--- src/rtl/serial_link_lane.sv ---
// Serial link lane: frames 32-bit FIFO words into 34-bit symbols on tx_o
// and aligns, locks and deframes the rx_i stream into a downstream FIFO.
module serial_link_lane #(
    parameter int                DATA_W       = 32,
    parameter logic [DATA_W-1:0] IDLE_WORD    = 32'hBC50_BC50,
    parameter int                LOCK_CNT     = 8,
    parameter int                UNLOCK_CNT   = 4,
    parameter bit                SIMULATION_P = 1'b0
) (
    input  logic              user_clk,
    input  logic              rst,
    input  logic              rx_i,
    output logic              tx_o,
    output logic              channel_up,
    input  logic [DATA_W-1:0] fifo_data_i,
    input  logic              fifo_empty_i,
    output logic              fifo_read_o,
    output logic [DATA_W-1:0] fifo_data_o,
    output logic              fifo_wren_o,
    input  logic              fifo_full_i
);

    localparam int FRAME_W = DATA_W + 2;
    localparam int CNT_W   = $clog2(FRAME_W + 1);
    localparam int LOCK_THR = SIMULATION_P ? 2 : LOCK_CNT;

    localparam logic [CNT_W-1:0]   LAST       = CNT_W'(FRAME_W - 1);
    localparam logic [7:0]         LOCK_THR_C = 8'(LOCK_THR);
    localparam logic [7:0]         UNLOCK_C   = 8'(UNLOCK_CNT);
    localparam logic [FRAME_W-1:0] IDLE_FRAME = {2'b10, IDLE_WORD};

    typedef enum logic {
        HUNT,
        LOCKED
    } rx_state_e;

    logic [FRAME_W-1:0] tx_sr_q, tx_sr_d;
    logic [CNT_W-1:0]   tx_cnt_q, tx_cnt_d;
    logic [DATA_W-1:0]  hold_q, hold_d;
    logic               hold_vld_q, hold_vld_d;
    logic               rd_pend_q, rd_pend_d;

    logic [FRAME_W-1:0] rx_sr_q, rx_sr_d;
    logic [CNT_W-1:0]   rx_cnt_q, rx_cnt_d;
    rx_state_e          state_q, state_d;
    logic [7:0]         good_q, good_d;
    logic [7:0]         bad_q, bad_d;
    logic               wr_pend_q, wr_pend_d;
    logic [DATA_W-1:0]  word_q, word_d;
    logic [DATA_W-1:0]  out_q, out_d;
    logic [1:0]         hdr;

    assign tx_o        = tx_sr_q[FRAME_W-1];
    assign channel_up  = (state_q == LOCKED);
    assign fifo_read_o = channel_up & ~fifo_empty_i & ~hold_vld_q & ~rd_pend_q;
    assign fifo_wren_o = wr_pend_q & ~fifo_full_i;
    assign fifo_data_o = fifo_wren_o ? word_q : out_q;
    assign hdr         = rx_sr_d[FRAME_W-1 -: 2];

    always_comb begin
        tx_sr_d    = {tx_sr_q[FRAME_W-2:0], 1'b0};
        tx_cnt_d   = tx_cnt_q + CNT_W'(1);
        hold_d     = hold_q;
        hold_vld_d = hold_vld_q;
        rd_pend_d  = fifo_read_o;
        if (rd_pend_q) begin
            hold_d     = fifo_data_i;
            hold_vld_d = 1'b1;
        end
        if (tx_cnt_q == LAST) begin
            tx_cnt_d = '0;
            if (hold_vld_q) begin
                tx_sr_d    = {2'b01, hold_q};
                hold_vld_d = 1'b0;
            end else begin
                tx_sr_d = IDLE_FRAME;
            end
        end
    end

    always_comb begin
        rx_sr_d   = {rx_sr_q[FRAME_W-2:0], rx_i};
        rx_cnt_d  = rx_cnt_q + CNT_W'(1);
        state_d   = state_q;
        good_d    = good_q;
        bad_d     = bad_q;
        wr_pend_d = 1'b0;
        word_d    = word_q;
        out_d     = fifo_wren_o ? word_q : out_q;
        if (rx_cnt_q == LAST) begin
            rx_cnt_d = '0;
            unique case (state_q)
                HUNT: begin
                    if (rx_sr_d == IDLE_FRAME) begin
                        if (good_q + 8'd1 == LOCK_THR_C) begin
                            state_d = LOCKED;
                            good_d  = '0;
                            bad_d   = '0;
                        end else begin
                            good_d = good_q + 8'd1;
                        end
                    end else begin
                        // all-ones wraps through zero: window slips one bit
                        good_d   = '0;
                        rx_cnt_d = '1;
                    end
                end
                LOCKED: begin
                    unique case (1'b1)
                        (hdr == 2'b01): begin
                            wr_pend_d = 1'b1;
                            word_d    = rx_sr_d[DATA_W-1:0];
                            bad_d     = '0;
                        end
                        (hdr == 2'b10): bad_d = '0;
                        default: begin
                            if (bad_q + 8'd1 == UNLOCK_C) begin
                                state_d = HUNT;
                                good_d  = '0;
                                bad_d   = '0;
                            end else begin
                                bad_d = bad_q + 8'd1;
                            end
                        end
                    endcase
                end
                default: state_d = HUNT;
            endcase
        end
    end

    always_ff @(posedge user_clk) begin
        if (!rst) begin
            tx_sr_q    <= IDLE_FRAME;
            tx_cnt_q   <= '0;
            hold_q     <= '0;
            hold_vld_q <= 1'b0;
            rd_pend_q  <= 1'b0;
            rx_sr_q    <= '0;
            rx_cnt_q   <= '0;
            state_q    <= HUNT;
            good_q     <= '0;
            bad_q      <= '0;
            wr_pend_q  <= 1'b0;
            word_q     <= '0;
            out_q      <= '0;
        end else begin
            tx_sr_q    <= tx_sr_d;
            tx_cnt_q   <= tx_cnt_d;
            hold_q     <= hold_d;
            hold_vld_q <= hold_vld_d;
            rd_pend_q  <= rd_pend_d;
            rx_sr_q    <= rx_sr_d;
            rx_cnt_q   <= rx_cnt_d;
            state_q    <= state_d;
            good_q     <= good_d;
            bad_q      <= bad_d;
            wr_pend_q  <= wr_pend_d;
            word_q     <= word_d;
            out_q      <= out_d;
        end
    end

endmodule

--- config.mk ---
export PLATFORM = sky130hd
export DESIGN_NAME = serial_link_lane
export DESIGN_NICKNAME = d
export VERILOG_FILES = /design/src/rtl/serial_link_lane.sv
export SDC_FILE = /design/constraint.sdc
export NUM_CORES = 1
export LEC_CHECK = 0
export ABC_AREA = 1
export CORE_MARGIN = 4
export CORE_UTILIZATION = 33
export CTS_BUF_LIST = sky130_fd_sc_hd__clkbuf_4 sky130_fd_sc_hd__clkbuf_8
export DETAILED_ROUTE_END_ITERATION = 8
export PLACE_DENSITY = 0.54
export SETUP_SLACK_MARGIN = 0.05
export SYNTH_ARGS = -nofsm -noshare
export SYNTH_HDL_FRONTEND = slang
export SYNTH_SLANG_ARGS = --single-unit
--- constraint.sdc ---
create_clock -name user_clk -period 2 [get_ports user_clk]
set_input_delay 0.5 -clock user_clk [delete_from_list [all_inputs] [get_ports user_clk]]
set_output_delay 0.5 -clock user_clk [all_outputs]
set_load 0.1 [all_outputs]
==> impl_summary.log <==
INFO  metric synth.cells.most_frequent = dfxtp_1, nor2_1, inv_1
INFO  metric grtUsageTotal = 13.5%
INFO  metric wire_length_of_the_first_global_routing_pass = 28.5 mm
INFO  metric leakagePower = 4.37 nW
INFO  metric synth_top_area_cell = dfxtp_1
INFO  metric post-route-drc-count = 0
INFO  metric setup_viol_count_final = 32
INFO  metric final_min_period_over_clock_period = 113%
INFO  metric number_of_antenna_violations_at_the_first_check_in_global_routing = 0
INFO  metric critical-path-top-cell-by-count = inv_2
INFO  metric synthToLayoutAreaGrowth = 31.0%
INFO  metric sum_of_overflow_across_all_layers_after_global_routing = 0
INFO  metric timing.final.max_slew_violations = 0
INFO  metric detailedRoute.firstPassIterationCount = 4
INFO  metric tightestPinTransition = 0.450 ns
INFO  metric path_cells = inv_2, nor2_4, buf_4, or2_2, o21ai_1, inv_2, buf_12
INFO  metric cts.root.buffer_cell = clkbuf_8
INFO  metric place.detailed.hpwl = 11.0 mm
INFO  metric place.port_buffers = 72
INFO  metric synth.yosys.seq_area_share = 51.2%
INFO  metric pre_cts_ws = -0.473 ns
INFO  metric slowest_stage = dfxtp_2
INFO  metric synth_most_common_cell = dfxtp_1
INFO  metric asyncSetResetFlopFracSynth = 0%
INFO  metric synth-seq-cells = 195
INFO  metric maximum_root_to_sink_buffer_count = 2
INFO  metric power_per_cell_area = 697 mW/mm^2
INFO  metric die_height = 160 um
INFO  metric cp_data_arrival_time = 1.75 ns
INFO  metric rows = 55
INFO  metric drt-vias-per-instance = 4.55
INFO  metric netlist_instances = 967
INFO  metric rsz0062_at_grt = true
INFO  metric yosys_most_used_dff = dfxtp_1
INFO  metric total_routed_wirelength = 17.2 mm
INFO  metric slew_headroom = 70.0%
INFO  metric final_layout_size_suffix_gt1_share = 23.1%
INFO  metric max_freq = 444 MHz
INFO  metric number_of_warning_messages_in_the_yosys_log = 0
INFO  metric outcome = finished, violations left
INFO  metric cap_violations = 0
INFO  metric cts_made_buffers = 17
INFO  metric synth_edf_count = 0
INFO  metric clock_insertion_delay_worst_skew = 0.49 ns
INFO  metric worst_ep_required_time = 1.50 ns
INFO  metric cts_tree = built
INFO  metric cts_max_level = 4
INFO  metric fin_ws = -0.251 ns
INFO  metric cts.clk_slew.worst_paths = 0.13 ns
INFO  metric grt_max_degree = 116
INFO  metric path_class = flip-flop to primary output
INFO  metric end_kind = primary output
INFO  metric finish.cell_count_without_fillers = 1348
INFO  metric irDropWorstVdd = 0.403 mV
INFO  metric final_weighted_congestion_in_routability_driven_placement = 0.785
INFO  metric finalWorstPathRequiredPeriod = 2.25 ns
INFO  metric post_synth_main_area_contributors = dfxtp_1, nor2_1, inv_1
INFO  metric synthDominantCellAreaShare = 51.2%
INFO  metric design.core.area = 0.0226 mm^2
INFO  metric synth_fp_nets = 1012
INFO  metric floorplan.die.width = 160 um
INFO  metric boundaryPins = 73
INFO  metric worst_clock_skew = 0.0204 ns
INFO  metric number_of_global_route_vias_before_repair = 5823
INFO  metric worst_hold_path_type = input port to flip-flop
INFO  metric antenna-diode-count = 0
INFO  metric die-area = 0.0256 mm^2
INFO  metric placedCellCount = 1304
INFO  metric synth.cell_area = 0.00762 mm^2
INFO  metric floorplan.initialDensity = 33.6%
INFO  metric netlist-cell-type-count = 38
INFO  metric final_net_count = 1095
INFO  metric nFillCells = 2245
INFO  metric routed_wire_length_per_instance = 12.8 um
INFO  metric cpPeakStageDelay = 0.34 ns
INFO  metric cp_max_fo = 15
INFO  metric timing.final.hold_violations = 0
INFO  metric clock-sinks = 195
INFO  metric drtIter0Drc = 275
INFO  metric route.antenna.remaining_nets = 0
INFO  metric num_vias = 6140
INFO  metric cpLargestDelayFamily = buffers and inverters
INFO  metric worstSetupStartpointType = flip-flop
INFO  metric violations = setup timing
INFO  metric path_buf_inv = 4
INFO  metric avgSynthCellArea = 7.88 um^2
==> per-layer routing <==
| layer | GRT usage (%) | part of all wire, % | vias up |
|---|---|---|---|
| li1 | - | - | 3231 |
| met1 | 17.9 | 49 | 2825 |
| met2 | 22.0 | 47 | 70 |
| met3 | 3.30 | 3.1 | 14 |
| met4 | 3.68 | 1.2 | 0 |
| met5 | 0 | 0 | - |
==> cell usage in the layout, fill, tap and decap left out, drive strengths merged <==
cell type	count
dfxtp	195
nor2	168
inv	160
nand2	104
o21ai	100
buf	72
a21oi	50
nand3	37
clkdlybuf4s50	33
or2	33
clkbuf	18
a22o	17
nand4	16
o22a	14
xor2	8
ha	8
clkinv	7
nor3	5
o21bai	4
nand3b	3
clkinvlp	2
a211oi	2
nor3b	2
and3	1
xnor2	1
nor4	1
dlymetal6s2s	1
dlygate4sd2	1
==> worst paths after layout <==
kind / start / to / slack (ns) / depth (start not counted)
setup reg to reg: good_q[1]$_SDFFE_PN0P_ / bad_q[2]$_SDFFE_PN0P_ / 0.24 / 12
hold reg to reg: tx_sr_q[31]$_SDFF_PN1_ / tx_sr_q[32]$_SDFF_PN0_ / 0.43 / 2
setup / recovery: wr_pend_q$_SDFF_PN0_ / fifo_data_o[14] / -0.25 / 7
hold / removal: fifo_empty_i / rd_pend_q$_SDFF_PN0_ / 0.27 / 2
==> layout make-up <==
type | instances | area [um^2] | share of cell area [%]
Tap cell | 285 | 357 | 3.57
Clock buffer | 17 | 234 | 2.35
Multi-Input combinational cell | 574 | 3230 | 32.4
Inverter | 154 | 596 | 5.97
Timing Repair Buffer | 108 | 1410 | 14.2
Sequential cell | 195 | 3920 | 39.2
Clock inverter | 15 | 228 | 2.28
==> power by group <==
part,internal (W),switching [W],leakage (nW)
logic,0.000118,0.000121,2.56
registers,0.00393,0.0000233,1.58
clock network,0.00103,0.00173,0.225
==> stage by stage <==
stage	instance area, um^2	setup TNS (ns)	utilization [%]	total power, W	hold WS (ns)
floorplan	7680	-0.137	-	0.00416	0.404
global placement	9100	-14.36	40.2	0.00428	0.417
detailed placement	9100	-15.13	40.2	0.00428	0.419
CTS	9840	-8.65	43.5	0.00705	0.379
global route	9980	-10.80	44.1	0.00724	0.269
finish	9980	-6.91	44.1	0.00696	0.274
==> flip-flops by register name, summed over array words and instances (netlist names), 6 cells and up <==
register and count:
bad_q 8, out_q 32, tx_sr_q 34, word_q 32
rx_sr_q 33, tx_cnt_q 6, hold_q 32, rx_cnt_q 6
good_q 8
==> cell families (layout without fill, tap and decap cells) <==
family	count (synthesis)	after routing	share of synthesized area, %
AO/OA/AOI/OAI	187	187	14.4
buffers and inverters	199	294	10.4
XOR/XNOR	9	9	1.03
flip-flops	195	195	51.2
adder cells (fa/ha/maj)	8	8	1.31
AND/OR/NAND/NOR	369	370	21.7
==> what timing repair did <==
item | 4_1_cts | 5_1_grt
pin swaps | 3 | 6
hold buffers | 0 | 0
setup buffers | 7 | 2
setup endpoints to repair | 33 | 50
gates cloned | 1 | 2
gates resized for setup | 83 | 20
Power figures use the tool's default switching activity.
